File: src/rtl/ds_sample_fifo_loader.sv
// -----------------------------------------------------------------------------
// ds_sample_fifo_loader
//
// Multi-channel sample input buffer for the delta-sigma PWM modulators.
// Bytes arrive from the host on data_in, qualified by toggles of the
// asynchronous data_part_in strobe:
//   - data_part_in falling: data_in is the low byte.
//   - data_part_in rising:  data_in is the high byte. The completed 16-bit
//                           word is pushed into the FIFO of channel ch_sel.
// Each channel FIFO hands its head entry to sample_out on every pulse_done
// of that channel.
//
// Handshake: the host side has no back-pressure. A word that finds its FIFO
// full is dropped and flagged in overflow. pulse_done is a single-cycle pop
// request with no ready. A pop that finds the FIFO empty leaves sample_out
// unchanged and is flagged in underrun. Both flags are sticky until
// clear_flags. When a flag is set in the same cycle as clear_flags, the set
// wins.
//
// Optional feature: define DS_FIFO_LOW_WATER_EN to add parameter LOW_WATER
// and a registered low_water flag per channel (level <= LOW_WATER). Without
// the macro, low_water is tied to 0.
//
// Ports:
//   clk, rst_n    clock, asynchronous active-low reset
//   data_in       host data byte (held stable by host around strobe edges)
//   data_part_in  asynchronous host byte strobe, one toggle per byte
//   ch_sel        target channel of the word being completed
//   pulse_done    per-channel pop request
//   clear_flags   clears overflow / underrun
//   sample_out    16 bits per channel, channel c at [16c+15:16c]
//   level         FIFO occupancy per channel, LVL_BITS bits each
//   overflow      sticky push-dropped flag per channel
//   underrun      sticky pop-on-empty flag per channel
//   low_water     per-channel low occupancy flag (see above)
// -----------------------------------------------------------------------------
module ds_sample_fifo_loader #(
    parameter int          NUM_CH       = 2,
    parameter int          DEPTH        = 4,
    parameter int          SYNC_STAGES  = 2,
    parameter logic [15:0] RESET_SAMPLE = 16'h8000,
`ifdef DS_FIFO_LOW_WATER_EN
    parameter int          LOW_WATER    = 1,
`endif
    localparam int         CH_BITS      = (NUM_CH > 1) ? $clog2(NUM_CH) : 1,
    localparam int         LVL_BITS     = $clog2(DEPTH) + 1
) (
    input  logic                         clk,
    input  logic                         rst_n,
    input  logic [7:0]                   data_in,
    input  logic                         data_part_in,
    input  logic [CH_BITS-1:0]           ch_sel,
    input  logic [NUM_CH-1:0]            pulse_done,
    input  logic                         clear_flags,
    output logic [16*NUM_CH-1:0]         sample_out,
    output logic [LVL_BITS*NUM_CH-1:0]   level,
    output logic [NUM_CH-1:0]            overflow,
    output logic [NUM_CH-1:0]            underrun,
    output logic [NUM_CH-1:0]            low_water
);

    localparam int ADDR_W = $clog2(DEPTH);
    localparam int PTR_W  = ADDR_W + 1;

    // ---------------------------------------------------------------------
    // Strobe synchronizer and edge detect. Reset to all ones so that a
    // strobe parked high during reset produces no edge on release.
    // ---------------------------------------------------------------------
    logic [SYNC_STAGES-1:0] sync_q, sync_d;
    logic                   dp_last_q, dp_last_d;
    logic [7:0]             low_byte_q, low_byte_d;
    logic                   dp;
    logic                   dp_rise;
    logic                   dp_fall;
    logic [15:0]            word;

    assign dp      = sync_q[SYNC_STAGES-1];
    assign dp_rise = dp & ~dp_last_q;
    assign dp_fall = ~dp & dp_last_q;
    assign word    = {data_in, low_byte_q};

    always_comb begin
        sync_d     = {sync_q[SYNC_STAGES-2:0], data_part_in};
        dp_last_d  = dp;
        low_byte_d = low_byte_q;
        if (dp_fall) begin
            low_byte_d = data_in;
        end
    end

    always_ff @(posedge clk or negedge rst_n) begin
        if (!rst_n) begin
            sync_q     <= '1;
            dp_last_q  <= 1'b1;
            low_byte_q <= 8'h00;
        end else begin
            sync_q     <= sync_d;
            dp_last_q  <= dp_last_d;
            low_byte_q <= low_byte_d;
        end
    end

    // ---------------------------------------------------------------------
    // Per-channel FIFO, output sample register and sticky flags.
    // ---------------------------------------------------------------------
    for (genvar c = 0; c < NUM_CH; c++) begin : g_ch
        logic [15:0]      mem_q [DEPTH];
        logic [PTR_W-1:0] wptr_q, wptr_d;
        logic [PTR_W-1:0] rptr_q, rptr_d;
        logic [15:0]      sample_q, sample_d;
        logic             ovf_q, ovf_d;
        logic             und_q, und_d;
        logic             push_req;
        logic             empty;
        logic             full;
        logic             pop_ok;
        logic             push_ok;

        // A write with ch_sel >= NUM_CH matches no channel and is dropped
        // without raising any flag.
        assign push_req = dp_rise && (ch_sel == CH_BITS'(c));
        assign empty    = (wptr_q == rptr_q);
        // Full: pointers differ only in the wrap bit.
        assign full     = (wptr_q == {~rptr_q[PTR_W-1], rptr_q[PTR_W-2:0]});
        assign pop_ok   = pulse_done[c] && !empty;
        // A pop in the same cycle frees a slot in a full FIFO. There is no
        // bypass: a pushed word is never popped in the cycle it arrives.
        assign push_ok  = push_req && (!full || pop_ok);

        always_comb begin
            wptr_d   = wptr_q;
            rptr_d   = rptr_q;
            sample_d = sample_q;
            ovf_d    = ovf_q & ~clear_flags;
            und_d    = und_q & ~clear_flags;
            if (push_ok) begin
                wptr_d = wptr_q + PTR_W'(1);
            end
            if (push_req && !push_ok) begin
                ovf_d = 1'b1;
            end
            if (pop_ok) begin
                rptr_d   = rptr_q + PTR_W'(1);
                sample_d = mem_q[rptr_q[ADDR_W-1:0]];
            end
            if (pulse_done[c] && empty) begin
                und_d = 1'b1;
            end
        end

        always_ff @(posedge clk or negedge rst_n) begin
            if (!rst_n) begin
                wptr_q   <= '0;
                rptr_q   <= '0;
                sample_q <= RESET_SAMPLE;
                ovf_q    <= 1'b0;
                und_q    <= 1'b0;
            end else begin
                wptr_q   <= wptr_d;
                rptr_q   <= rptr_d;
                sample_q <= sample_d;
                ovf_q    <= ovf_d;
                und_q    <= und_d;
            end
        end

        // Storage needs no reset: entries are only read after being written.
        always_ff @(posedge clk) begin
            if (push_ok) begin
                mem_q[wptr_q[ADDR_W-1:0]] <= word;
            end
        end

        assign sample_out[16*c +: 16]           = sample_q;
        assign level[LVL_BITS*c +: LVL_BITS]    = wptr_q - rptr_q;
        assign overflow[c]                      = ovf_q;
        assign underrun[c]                      = und_q;

`ifdef DS_FIFO_LOW_WATER_EN
        // Computed from next-state pointers so the flag moves on the same
        // edge as level. Held low in reset; 1 after the first clock.
        logic [LVL_BITS-1:0] lvl_d;
        logic                lw_q, lw_d;

        always_comb begin
            lvl_d = wptr_d - rptr_d;
            lw_d  = (lvl_d <= LVL_BITS'(LOW_WATER));
        end

        always_ff @(posedge clk or negedge rst_n) begin
            if (!rst_n) begin
                lw_q <= 1'b0;
            end else begin
                lw_q <= lw_d;
            end
        end

        assign low_water[c] = lw_q;
`else
        assign low_water[c] = 1'b0;
`endif
    end

endmodule

File: config.mk
export PLATFORM = sky130hd
export DESIGN_NAME = ds_sample_fifo_loader
export DESIGN_NICKNAME = d
export VERILOG_FILES = /design/src/rtl/ds_sample_fifo_loader.sv
export SDC_FILE = /design/constraint.sdc
export NUM_CORES = 1
export LEC_CHECK = 0
export CAP_MARGIN = 20
export CELL_PAD_IN_SITES_DETAIL_PLACEMENT = 1
export CELL_PAD_IN_SITES_GLOBAL_PLACEMENT = 1
export CORE_MARGIN = 2
export CORE_UTILIZATION = 40
export CTS_BUF_LIST = sky130_fd_sc_hd__clkbuf_2
export DETAILED_ROUTE_END_ITERATION = 12
export PLACE_DENSITY_LB_ADDON = 0.25
export SYNTH_ARGS = -nofsm -noshare
export SYNTH_HDL_FRONTEND = slang
export SYNTH_SLANG_ARGS = --single-unit
File: constraint.sdc
create_clock -name clk -period 3.11 [get_ports clk]
set_input_delay 0.4665 -clock clk [delete_from_list [all_inputs] [get_ports clk]]
set_output_delay 0.4665 -clock clk [all_outputs]
set_load 0.03 [all_outputs]
==> impl_metrics.ini <==
[run_status]
status = finished with violations
violations = DRC

[sta]
slew_violations = 0
slew_headroom = 0.409
setup-tns-final_ns = 0
setup_viol = 0
period_needed_ns = 2.89
skew_ns = 0.0231
worstMarginPinSlew_ns = 0.884
rsz0062_at_grt = no
setup_ws_ns = 0.223
holdWs_ns = 0.129
finalCritPeriodShare = 0.928
hold_viol = 0
fmax_mhz = 346

[route]
route.met3.wl_um = 456
vias = 3317
wl_met1_um = 6050
dr.first_iter.drc_count = 168
top_layer_used = met4
routed-wl-met2_um = 6440
drc = 6
postRouteAntennaNets = 0
wl_per_cell_um = 19.6
drt_wl_total_um = 13100
routed_via_density = 4.96
dr.pass1.iters = 10

[finish]
final_cell_mix = 128 x edfxtp_1, 54 x dfrtp_1, 51 x clkdlybuf4s50_1
drive_gt1_frac = 0.275
final_util = 0.464
final_common_cell = edfxtp_1
final_nets = 458
area_growth_pct = 13.4
final_cells = 669
diodes = 0
num-fill-cells = 1694
stdcell_area_mm2 = 0.00839

[grt]
antenna_found_initial = 0
track_usage = 0.146
grt_pass1_vias = 3712
grt_max_degree = 24
grt_first_pass_wirelength_um = 21300
overflow = 0

[cts]
cts_buffers = 17
clkTransAtPathRegs_ns = 0.22
clockBufferDepth = 2
root_buffer = clkbuf_2
htree_levels = 4
cts_setup_buffers = 0
cts.sinks = 187
tritoncts = done
insertion_delay_ns = 0.73

[min_path]
hold_path_end = sync_q[0]$_DFF_PN1_
hp-class = in2reg
min-delay-start = data_part_in
min_path_cells = 1

[setup_path]
critical_path.cell_chain = inv_1 -> ha_1 -> inv_1 -> fa_1 -> dlygate4sd2_1
slowest_delay_ns = 0.48
cp_slowest_cell = fa_1
critPathArrivalTime_ns = 2.42
cp_top_family = adder cells
end_kind = output port
cp-start-kind = register
path_max_fanout = 4
r2r_slack_ns = 0.89
worstPathRequired_ns = 2.64
critical_path_class = reg2out
timing.rr.end = g_ch[1].mem_q[3][5]$_DFFE_PP_
r2r-start = g_ch[1].wptr_q[0]$_DFFE_PN0P_
reg2reg_depth = 5
critPathBufInv = 3
cpMostUsedCell = inv_1

[placement]
pre_cts_ws_ns = 0.624
place_inst = 636
place_hpwl_um = 8640
port_buffers = 56
postPlaceCellArea_mm2 = 0.00820
globalplace.congestion = 0.708

[pwr]
p_total_mw = 7.80
p_int_mw = 5.00
pwr-share-comb = 0.427
clockPowerShare = 0.135
p_per_area_mw_per_mm2 = 929
p_leak_nw = 3.07
switching_power_mw = 2.79
p_sw_frac = 0.358
ir_drop_mv = 0.334
power.share.sequential = 0.438

[logic_synthesis]
synth_top_area_frac = 0.520
syn_inst = 354
async_flop_share = 0.316
syn-cell-area_mm2 = 0.00740
ys_seq_area_frac = 0.720
synthFlopType = edfxtp_1
synth_warnings = 0
ys_ff_latch = 187
synth_cell_type_count = 34
synth_mux_area_frac = 0.177
synth_compound_area_frac = 0.0152
yosys.area_share.simple = 0.0132
synth_top_family_by_area = multiplexers
synth-xor-area-share = 0.0186
synth_edf_count = 128
synth_top_area_cell = edfxtp_1
syn_area_per_cell_um2 = 20.9
synth.area.top_cells = edfxtp_1 52%, dfrtp_1 18%, mux4_2 7.9%
synthAdderAreaFrac = 0.0291

[floorplan]
ios = 59
dieArea_mm2 = 0.0196
die_w_um = 140
rows = 49
die_y_um = 140
core_mm2 = 0.0181
start_util = 0.409

[job]
maxCapViolations = 0
-- layout make-up --
cell class                 count  area [um^2]  area share
clock buffer                  22          110      0.0131
clock inverter                10         78.8     0.00939
inverter                      15         56.3     0.00671
multi-input combinational    136         1880       0.224
sequential                   187         5330       0.635
tap                          229          287      0.0341
timing repair buffer          70          656      0.0781
-- metal layers --
layer  vias up  track usage
met4         0       0.0494
met1      1744        0.192
li1       1504            -
met2        56        0.240
met3        13       0.0349
met5         -            0
-- registers in the layout (all words and copies together) (netlist names) --
signal,count
g_ch.ovf_q,2
g_ch.und_q,2
g_ch.mem_q,128
g_ch.wptr_q,6
sync_q,2
low_byte_q,8
g_ch.rptr_q,6
g_ch.sample_q,32
dp_last_q,1
-- power by group through the flow --
stage	logic [mW]	registers, mW	clock network [mW]
floorplan	1.98	3.85	0
global placement	3.40	3.46	0
detailed placement	3.45	3.49	0
CTS	3.40	3.43	1.09
global route	3.59	3.49	1.18
finish	3.33	3.42	1.05
-- Yosys cell counts (2+ instances only) --
| master | count |
|---|---|
| buf_2 | 2 |
| nor2_1 | 2 |
| dfrtp_1 | 54 |
| o21ai_4 | 2 |
| a22o_1 | 2 |
| and2_1 | 6 |
| dfstp_2 | 5 |
| mux4_1 | 6 |
| fa_1 | 2 |
| xnor2_1 | 12 |
| buf_4 | 6 |
| inv_1 | 15 |
| mux4_2 | 26 |
| buf_6 | 5 |
| clkbuf_1 | 3 |
| o211ai_1 | 3 |
| xor2_2 | 2 |
| ha_1 | 14 |
| mux2_4 | 18 |
| nand3b_1 | 2 |
| edfxtp_1 | 128 |
| mux2_2 | 26 |
| nand2_1 | 2 |
-- timing repair --
action                                  CTS  global route
endpoints found under the setup margin    4             2
resized for setup                         4             3
hold buffers                              1             0
hold endpoints to repair                 19             0
-- worst reg2reg max path: cells and delay by family, from the launching register on --
family / cells / cell delay, ns
buffers and inverters: 2 / 0.55
DFF: 1 / 0.42
AOI/OAI and AO/OA: 1 / 0.40
adders and majority gates: 1 / 0.34
and+or+nand+nor: 1 / 0.16
-- logic make-up (layout without fill, tap and decap cells) --
kind of cell	Yosys count	count (layout)
flops	187	187
mux	76	76
buf+inv	32	117
fa+ha+maj	16	16
simple gates	16	16
xor+xnor	14	14
compound gates	12	12
other cells	1	2
-- how the worst max path moves through the flow --
stage | slack, ns | to | cells after the start | start
detailed placement | 0.62 | level[2] | 6 | g_ch[0].wptr_q[0]$_DFFE_PN0P_
finish | 0.22 | level[1] | 5 | g_ch[0].wptr_q[0]$_DFFE_PN0P_
global route | 0.006 | level[5] | 5 | g_ch[1].wptr_q[0]$_DFFE_PN0P_
floorplan | 0.63 | g_ch[1].mem_q[0][0]$_DFFE_PP_ | 6 | g_ch[1].rptr_q[1]$_DFFE_PN0P_
global placement | 0.70 | level[2] | 6 | g_ch[0].wptr_q[0]$_DFFE_PN0P_
CTS | 0.04 | level[2] | 6 | g_ch[0].wptr_q[0]$_DFFE_PN0P_
Power figures use the tool's default switching activity.
